### src/rtl/a_bus_pkg.sv
// rtl/a_bus_pkg.sv - shared types and defaults for the A_Bus master arbiter
package a_bus_pkg;
  localparam int A_ADDR_W   = 8;
  localparam int A_DATA_W   = 8;
  localparam int A_MAX_WAIT = 3;

  typedef enum logic [1:0] {IDLE, REQ, DATA, DONE} state_t;

  typedef struct packed {
    logic                we;
    logic [A_ADDR_W-1:0] addr;
    logic [A_DATA_W-1:0] wdata;
  } a_req_t;
endpackage

### src/rtl/rr_arbiter.sv
// rtl/rr_arbiter.sv - combinational round-robin pick, scanning from ptr+1 with wrap
module rr_arbiter #(
  parameter int NREQ  = 4,
  parameter int IDX_W = (NREQ > 1) ? $clog2(NREQ) : 1
) (
  input  logic [NREQ-1:0]  req,
  input  logic [IDX_W-1:0] ptr,
  output logic [NREQ-1:0]  grant,
  output logic [IDX_W-1:0] idx,
  output logic             any_req
);
  logic [2*NREQ-1:0] dbl;
  logic [NREQ-1:0]   rot;
  logic              found;
  int                pos;

  // Rotating by ptr+1 puts the highest-priority requester at bit 0.
  always_comb begin
    dbl     = {req, req} >> (int'(ptr) + 1);
    rot     = dbl[NREQ-1:0];
    grant   = '0;
    idx     = '0;
    found   = 1'b0;
    pos     = 0;
    any_req = |req;
    for (int i = 0; i < NREQ; i++) begin
      if (!found && rot[i]) begin
        found = 1'b1;
        pos   = int'(ptr) + 1 + i;
        if (pos >= NREQ) pos = pos - NREQ;
        idx   = IDX_W'(pos);
        grant = NREQ'(1) << pos;
      end
    end
  end
endmodule

### src/rtl/a_bus_master_arb.sv
// rtl/a_bus_master_arb.sv - arbitrates NREQ requesters onto one A_Bus master port
module a_bus_master_arb
  import a_bus_pkg::*;
#(
  parameter int NREQ     = 4,
  parameter int ADDR_W   = A_ADDR_W,
  parameter int DATA_W   = A_DATA_W,
  parameter int MAX_WAIT = A_MAX_WAIT
) (
  input  logic                     clk,
  input  logic                     rst,
  input  logic [NREQ-1:0]          m_req,
  input  logic [NREQ-1:0]          m_we,
  input  logic [NREQ*ADDR_W-1:0]   m_addr,
  input  logic [NREQ*DATA_W-1:0]   m_wdata,
  output logic [NREQ-1:0]          m_done,
  output logic                     m_err,
  output logic [DATA_W-1:0]        m_rdata,
  output logic                     bus_req,
  output logic [ADDR_W-1:0]        bus_addr,
  input  logic                     bus_gnt,
  output logic [DATA_W-1:0]        bus_data_o,
  output logic                     bus_data_oe,
  input  logic [DATA_W-1:0]        bus_data_i
);
  localparam int IDX_W = (NREQ > 1) ? $clog2(NREQ) : 1;
  localparam int WC_W  = (MAX_WAIT > 0) ? $clog2(MAX_WAIT + 1) : 1;

  state_t             state;
  logic [IDX_W-1:0]   ptr;
  logic [IDX_W-1:0]   cur_idx;
  logic [NREQ-1:0]    cur_oh;
  logic               cur_we;
  logic [DATA_W-1:0]  cur_wdata;
  logic [WC_W-1:0]    wait_cnt;

  logic [NREQ-1:0]    pick_oh;
  logic [IDX_W-1:0]   pick_idx;
  logic               any_req;
  logic               pick_we;
  logic [ADDR_W-1:0]  pick_addr;
  logic [DATA_W-1:0]  pick_wdata;

  rr_arbiter #(.NREQ(NREQ), .IDX_W(IDX_W)) u_arb (
    .req     (m_req),
    .ptr     (ptr),
    .grant   (pick_oh),
    .idx     (pick_idx),
    .any_req (any_req)
  );

  always_comb begin
    pick_we    = |(m_we & pick_oh);
    pick_addr  = '0;
    pick_wdata = '0;
    for (int i = 0; i < NREQ; i++) begin
      if (pick_oh[i]) begin
        pick_addr  = m_addr[i*ADDR_W +: ADDR_W];
        pick_wdata = m_wdata[i*DATA_W +: DATA_W];
      end
    end
  end

  always_ff @(posedge clk) begin
    if (rst) begin
      state       <= IDLE;
      ptr         <= IDX_W'(NREQ - 1);
      cur_idx     <= '0;
      cur_oh      <= '0;
      cur_we      <= 1'b0;
      cur_wdata   <= '0;
      wait_cnt    <= '0;
      m_done      <= '0;
      m_err       <= 1'b0;
      m_rdata     <= '0;
      bus_req     <= 1'b0;
      bus_addr    <= '0;
      bus_data_o  <= '0;
      bus_data_oe <= 1'b0;
    end else begin
      case (state)
        IDLE: begin
          if (any_req) begin
            cur_idx   <= pick_idx;
            cur_oh    <= pick_oh;
            cur_we    <= pick_we;
            cur_wdata <= pick_wdata;
            bus_addr  <= pick_addr;
            wait_cnt  <= '0;
            bus_req   <= 1'b1;
            state     <= REQ;
          end
        end
        REQ: begin
          // A grant in the same cycle req first appears is too early to be ours.
          if (bus_gnt && wait_cnt != '0) begin
            bus_req     <= 1'b0;
            bus_data_oe <= cur_we;
            bus_data_o  <= cur_we ? cur_wdata : '0;
            state       <= DATA;
          end else if (wait_cnt == WC_W'(MAX_WAIT)) begin
            bus_req <= 1'b0;
            m_done  <= cur_oh;
            m_err   <= 1'b1;
            state   <= DONE;
          end else begin
            wait_cnt <= wait_cnt + WC_W'(1);
          end
        end
        DATA: begin
          bus_data_oe <= 1'b0;
          bus_data_o  <= '0;
          if (!cur_we) m_rdata <= bus_data_i;
          m_done <= cur_oh;
          m_err  <= 1'b0;
          state  <= DONE;
        end
        DONE: begin
          m_done <= '0;
          m_err  <= 1'b0;
          ptr    <= cur_idx;
          state  <= IDLE;
        end
        default: state <= IDLE;
      endcase
    end
  end
endmodule

### config.mk
export PLATFORM = sky130hd
export DESIGN_NAME = a_bus_master_arb
export DESIGN_NICKNAME = d
export VERILOG_FILES = /design/src/rtl/a_bus_pkg.sv /design/src/rtl/rr_arbiter.sv /design/src/rtl/a_bus_master_arb.sv
export SDC_FILE = /design/constraint.sdc
export NUM_CORES = 1
export LEC_CHECK = 0
export ABC_AREA = 1
export CORE_UTILIZATION = 50
export DETAILED_ROUTE_END_ITERATION = 10
export GPL_TIMING_DRIVEN = 1
export PLACE_DENSITY = 0.87
export SKIP_CTS_REPAIR_TIMING = 1
export SYNTH_ARGS = -nofsm -noshare
export SYNTH_HDL_FRONTEND = slang
export SYNTH_HIERARCHICAL = 1
export SYNTH_SLANG_ARGS = --single-unit
### constraint.sdc
create_clock -name clk -period 3.3 [get_ports clk]
set_clock_uncertainty 0.2 [all_clocks]
set_input_delay 0.66 -clock clk [delete_from_list [all_inputs] [get_ports clk]]
set_output_delay 0.66 -clock clk [all_outputs]
set_load 0.01 [all_outputs]
==> results.json, run 1 <==
{
  "multi_input_area_um2": 1988,
  "wire_per_inst_um": 13.45,
  "reg2reg_setup_slack_ns": 0.76,
  "fillers": 514,
  "powerDensity_nw_per_um2": 722.3,
  "synthTopCellsByCount": "nand2_1 (156), nor2_1 (64), dfxtp_1 (52)",
  "initial_core_util": 0.5233,
  "whs_ns": 0.2695,
  "end_kind": "flop",
  "grt_pass1_vias": 3441,
  "synth_fp_nets": 603,
  "period_share": 0.8374,
  "placed_area_um2": 4478,
  "clk-insertion-delay-late_ns": 0.31,
  "area_growth_pct": 37.33,
  "cp_max_fo": 14,
  "finalMaxSlewViolations": 0,
  "port_buffers": 113,
  "drt_iter0_drc": 166,
  "setup_slack_ns": 0.5366,
  "hold_viol_final": 0,
  "worst-endpoint-arrival_ns": 2.81,
  "path_cells": "clkdlybuf4s50_1 > nand2_1 > nand3_4 > nand2_4 > nand2_4 > inv_2 > nand3_1 > nand3_1 > inv_2 > nor2_1 > nor2_1 > nand2_1 > a21oi_1",
  "dp_hpwl_mm": 6.932,
  "status": "completed",
  "ant_nets": 0,
  "reg2regPathDepth": 12,
  "clk_pin_slew_ns": 0.09,
  "worst_slew_pin_slew_ns": 0.5709,
  "netlist_instances": 504,
  "drc": 0,
  "drive_gt1_frac": 0.08674,
  "clockBufferDepth": 2,
  "min_from": "cur_wdata[4]",
  "die_h_um": 83.76,
  "crit_path_max_incr_delay_ns": 0.50,
  "wl_mm": 9.252,
  "synth_cell_types": 34,
  "fin_util": 0.7187,
  "synth_warnings": 6,
  "vias": 3688,
  "rr_startpoint": "ptr[0]",
  "synth_most_common_cell": "nand2_1",
  "synth_seq_cells": 52,
  "max_slew_margin": 0.6189,
  "cp_slowest_cell": "clkdlybuf4s50_1",
  "final_net_count": 709,
  "cts_tree": "done",
  "min_period_ns": 2.763,
  "dp_slack_ns": 0.3057,
  "cts_buffers": 5,
  "cp_num_buf_inv": 3,
  "vias_per_cell": 5.360,
  "antennaDiodeCount": 0,
  "ys.flop_type": "dfxtp_1",
  "cts_sinks": 52,
  "place_inst": 680,
  "netlist_top_cells_area": "dfxtp_1 (31%), nand2_1 (18%), a21oi_1 (7.2%)",
  "placementRows": 29,
  "crit_family": "simple AND/OR/NAND/NOR gates",
  "io_pins": 114,
  "synthArstFlopShare": 0,
  "holdPathStages": 2,
  "die-area_um2": 7015,
  "final.setup.tns_ns": 0,
  "root_buffer": "clkbuf_8",
  "rsz0062_at_grt": "false",
  "total_power_mw": 3.315,
  "grt_max_degree": 32,
  "hold_class": "flop to flop",
  "gr-total-overflow": 0,
  "whs_endpoint": "cur_wdata[4]",
  "h-tree-depth": 2,
  "worst_setup_path_start_kind": "input port",
  "avgSynthCellArea_um2": 6.631,
  "netlist.area_leader.share": 0.3115,
  "grt_pass1_wl_mm": 14.90,
  "crit_type": "input port to flop",
  "leakage_nw": 2.029,
  "maxCapViolCount": 0,
  "synth_edf_count": 0,
  "worstReg2RegEnd": "bus_addr[1]",
  "seq_area_um2": 1041,
  "fin_cells": 688,
  "synth.cell_area_um2": 3342,
  "required_ns": 3.35,
  "synth_seq_area_share": 0.3115,
  "gp_congestion": 0.9443,
  "core_area_um2": 6386,
  "first_pass_iters": 5,
  "yosysTopAreaCell": "dfxtp_1",
  "design_area_um2": 4589,
  "antenna_found_initial": 0,
  "die_x_um": 83.76,
  "fmax_mhz": 361.9,
  "max-vdd-ir-drop_uv": 478.8,
  "setup_viol": 0,
  "grt_usage": 0.2583
}
-- layer usage --
metal  wire length (um)  vias to the layer above  track usage
met5                  0                        -            0
met2               4585                      170       0.4656
li1                   -                     1832            -
met1               3722                     1664       0.2993
met3                678                       22      0.04946
met4                267                        0       0.1017
-- how the worst max path moves through the flow --
| stage | startpoint | endpoint | slack [ns] | depth (start not counted) |
|---|---|---|---|---|
| after CTS | m_req[0] | cur_wdata[1] | 0.60 | 14 |
| after global routing | m_req[0] | bus_addr[5] | 0.40 | 14 |
| after floorplan | m_req[0] | bus_addr[6] | 1.01 | 14 |
| after global placement | m_req[0] | bus_addr[1] | 0.42 | 13 |
| after detailed placement | m_req[0] | cur_wdata[1] | 0.31 | 13 |
| final | m_req[0] | bus_addr[1] | 0.54 | 13 |
-- power breakdown --
part	switching [mW]	leakage [nW]	total (mW)	internal [mW]
Clock	0.218	0.0541	0.443	0.225
Sequential	0.139	0.426	0.975	0.835
Combinational	1.12	1.55	1.90	0.773
Total	1.48	2.03	3.32	1.83
-- area by class of cell --
type,instances,share of cell area
Inverter,37,0.03190
Sequential cell,52,0.2268
Tap cell,77,0.02099
Clock buffer,5,0.01499
Clock inverter,3,0.009269
Timing Repair Buffer,123,0.2628
Multi-Input combinational cell,391,0.4332
-- cell families after synthesis --
logic type / after synthesis / synth area share
AND/OR/NAND/NOR: 299 / 0.4092
adder cells (fa/ha/maj): 16 / 0.05990
XOR/XNOR: 1 / 0.002621
AO/OA/AOI/OAI: 75 / 0.1232
buffers and inverters: 61 / 0.09359
flip-flops: 52 / 0.3115
-- layout by cell type, fill, tap and decap left out, types with 3 or more instances in the layout --
cell type,instances
nand2_1,156
clkdlybuf4s50_1,113
nor2_1,64
dfxtp_1,52
a21oi_1,48
nand3_1,45
inv_1,30
o21ai_0,19
ha_1,16
nand4_1,10
buf_4,10
nand3_2,9
inv_2,5
a21oi_2,5
clkbuf_8,5
nand3_4,3
nand2_4,3
-- flip-flops by register name, indices dropped and copies added (netlist names) --
signal       flops
cur_oh           4
cur_wdata        8
cur_we           1
m_rdata          8
bus_data_o       8
m_err            1
state            2
wait_cnt         2
bus_data_oe      1
ptr              2
bus_req          1
cur_idx          2
m_done           4
bus_addr         8
-- worst reg2reg max path, cell delays in order, from the launching register on --
cell and delay, ns:
dfxtp_1 0.55, nand2_1 0.23, nand3_4 0.20, nand2_4 0.10, nand2_4 0.10, inv_2 0.07, nand3_1 0.07, nand3_1 0.24
inv_2 0.31, nor2_1 0.07, nor2_1 0.13, nand2_1 0.08, a21oi_1 0.12
Note: power is estimated with default switching activity, not from simulation.
==> inputs of run 2 (changes only) <==
--- a/config.mk
+++ b/config.mk
@@ -6,10 +6,10 @@
 export NUM_CORES = 1
 export LEC_CHECK = 0
 export ABC_AREA = 1
-export CORE_UTILIZATION = 50
+export CORE_UTILIZATION = 46
 export DETAILED_ROUTE_END_ITERATION = 10
 export GPL_TIMING_DRIVEN = 1
-export PLACE_DENSITY = 0.87
+export PLACE_DENSITY = 0.81
 export SKIP_CTS_REPAIR_TIMING = 1
 export SYNTH_ARGS = -nofsm -noshare
 export SYNTH_HDL_FRONTEND = slang
==> constraint.sdc (replaced) <==
create_clock -name clk -period 2.7 [get_ports clk]
set_clock_uncertainty 0.2 [all_clocks]
set_input_delay 0.54 -clock clk [delete_from_list [all_inputs] [get_ports clk]]
set_output_delay 0.54 -clock clk [all_outputs]
set_load 0.01 [all_outputs]
==> run 2 against run 1 <==
Effect of this change:
- utilization decreased by 4.0 points
- worst hold slack got worse by 0.0047 ns
- setup slack worse by 0.35 ns
- global-route usage shrank 0.10 points
==> results.json, run 2 (synthesized netlist as in run 1, its figures left out) <==
{
  "status": "completed",
  "end_kind": "flop",
  "first_pass_iters": 5,
  "cts_sinks": 52,
  "port_buffers": 113,
  "min_period_ns": 2.516,
  "dp_slack_ns": -0.1099,
  "worst-endpoint-arrival_ns": 2.56,
  "setup_slack_ns": 0.1838,
  "mostFrequentLayoutCells": "nand2_1 (156), clkdlybuf4s50_1 (113), nor2_1 (63)",
  "max_slew_margin": 0.7239,
  "placementRows": 30,
  "setup_viol": 0,
  "cts_buffers": 5,
  "fin_cells": 717,
  "worst_slew_pin_slew_ns": 0.4136,
  "drt_iter0_drc": 207,
  "rr_startpoint": "ptr[0]",
  "intPower_mw": 2.224,
  "hold_viol_final": 0,
  "final.setup.tns_ns": 0,
  "die-area_um2": 7610,
  "final_net_count": 719,
  "powerDensity_nw_per_um2": 869.7,
  "clk-insertion-delay-late_ns": 0.31,
  "vias": 3672,
  "finalMaxSlewViolations": 0,
  "multi_input_area_um2": 1991,
  "place_inst": 709,
  "vias_per_cell": 5.121,
  "drc": 0,
  "h-tree-depth": 2,
  "p_clk_frac": 0.116,
  "crit_type": "input port to flop",
  "grt_max_degree": 32,
  "wire_per_inst_um": 13.34,
  "max-vdd-ir-drop_uv": 629.9,
  "rsz0062_at_grt": "false",
  "io_pins": 114,
  "clk_pin_slew_ns": 0.10,
  "reg2reg_setup_slack_ns": 0.30,
  "drive_gt1_frac": 0.1031,
  "design_area_um2": 4690,
  "period_share": 0.9319,
  "initial_core_util": 0.4839,
  "grt_pass1_vias": 3512,
  "die_x_um": 87.24,
  "holdPathStages": 2,
  "fmax_mhz": 397.4,
  "gp_congestion": 0.9690,
  "placed_area_um2": 4589,
  "leakage_nw": 2.075,
  "antennaDiodeCount": 0,
  "critPathLaunch": "m_req[2]",
  "die_h_um": 87.24,
  "dp_hpwl_mm": 7.310,
  "gr-total-overflow": 0,
  "worstReg2RegEnd": "cur_wdata[7]",
  "p_sw_mw": 1.855,
  "total_power_mw": 4.078,
  "worst_setup_path_start_kind": "input port",
  "power.share.switching": 0.4547,
  "grt_pass1_wl_mm": 15.53,
  "reg2regPathDepth": 13,
  "required_ns": 2.74,
  "ant_nets": 0,
  "comb_power_share": 0.589,
  "clockBufferDepth": 2,
  "cp_max_fo": 5,
  "area_growth_pct": 40.32,
  "maxCapViolCount": 0,
  "antenna_found_initial": 0,
  "grt_usage": 0.2573,
  "min_from": "bus_data_o[5]",
  "layout_commonest_cell": "nand2_1",
  "core_area_um2": 6907,
  "seq_power_share": 0.295,
  "hold_class": "flop to flop",
  "seq_area_um2": 1041,
  "whs_endpoint": "bus_data_o[5]",
  "wl_mm": 9.568,
  "root_buffer": "clkbuf_8",
  "cts_tree": "done",
  "fillers": 620
}
## run 2: cell types whose count changed in the layout (fill, tap and decap cells not counted), sizes merged
cell    change
buf        +10
inv         +2
clkinv      -1
bufinv      -1
## run 2: stage by stage
stage | utilization | hold slack, ns
after detailed placement | 0.6645 | 0.2541
after floorplan | - | 0.2396
final | 0.6790 | 0.2648
after CTS | 0.6781 | 0.2688
after global placement | 0.6645 | 0.2468
after global routing | 0.6790 | 0.2853
## run 2: layout make-up
cell class	instances	area share
flip-flops and latches	52	0.2220
repair buffers	133	0.2767
clock inverters	3	0.005336
multi-input cells	391	0.4245
clock buffers	5	0.01467
inverters	37	0.03122
well taps	96	0.02561
## run 2: power by group through the flow
stage / sequential [mW] / combinational [mW] / clock, mW
2_1_floorplan: 1.22 / 1.60 / 0
3_3_place_gp: 1.21 / 2.31 / 0
3_5_place_dp: 1.22 / 2.37 / 0
4_1_cts: 1.20 / 2.39 / 0.484
5_1_grt: 1.24 / 2.70 / 0.512
6_report: 1.20 / 2.40 / 0.474
## run 2: worst max-delay path, stage by stage
cell             delay, ns
clkdlybuf4s50_1       0.52
nand2_1               0.12
nand3_1               0.12
nand2_1               0.09
nand2_1               0.17
nor2_8                0.05
nand2_1               0.06
nand3_1               0.17
buf_4                 0.21
nor2_2                0.15
nand2_1               0.08
nand2_1               0.06
nand3_1               0.07
a21oi_1               0.13
## run 2: routing by layer
| metal | track usage | routed length [um] |
|---|---|---|
| met5 | 0 | 0 |
| met4 | 0.09687 | 180 |
| met3 | 0.05687 | 655 |
| met2 | 0.4588 | 4799 |
| met1 | 0.3006 | 3932 |
## run 2: worst max path at each step
stage,endpoint,cells past startpoint
3_5_place_dp,bus_addr[2],16
6_report,cur_wdata[7],14
5_1_grt,bus_addr[2],16
4_1_cts,cur_wdata[7],14
3_3_place_gp,bus_addr[2],16
2_1_floorplan,bus_addr[6],16
==> inputs of run 3 (changes only) <==
--- a/config.mk
+++ b/config.mk
@@ -8,7 +8,6 @@
 export ABC_AREA = 1
 export CORE_UTILIZATION = 46
 export DETAILED_ROUTE_END_ITERATION = 10
-export GPL_TIMING_DRIVEN = 1
 export PLACE_DENSITY = 0.81
 export SKIP_CTS_REPAIR_TIMING = 1
 export SYNTH_ARGS = -nofsm -noshare
==> results of run 3 <==
Final layout, timing and power as in run 2 (identical DEF).
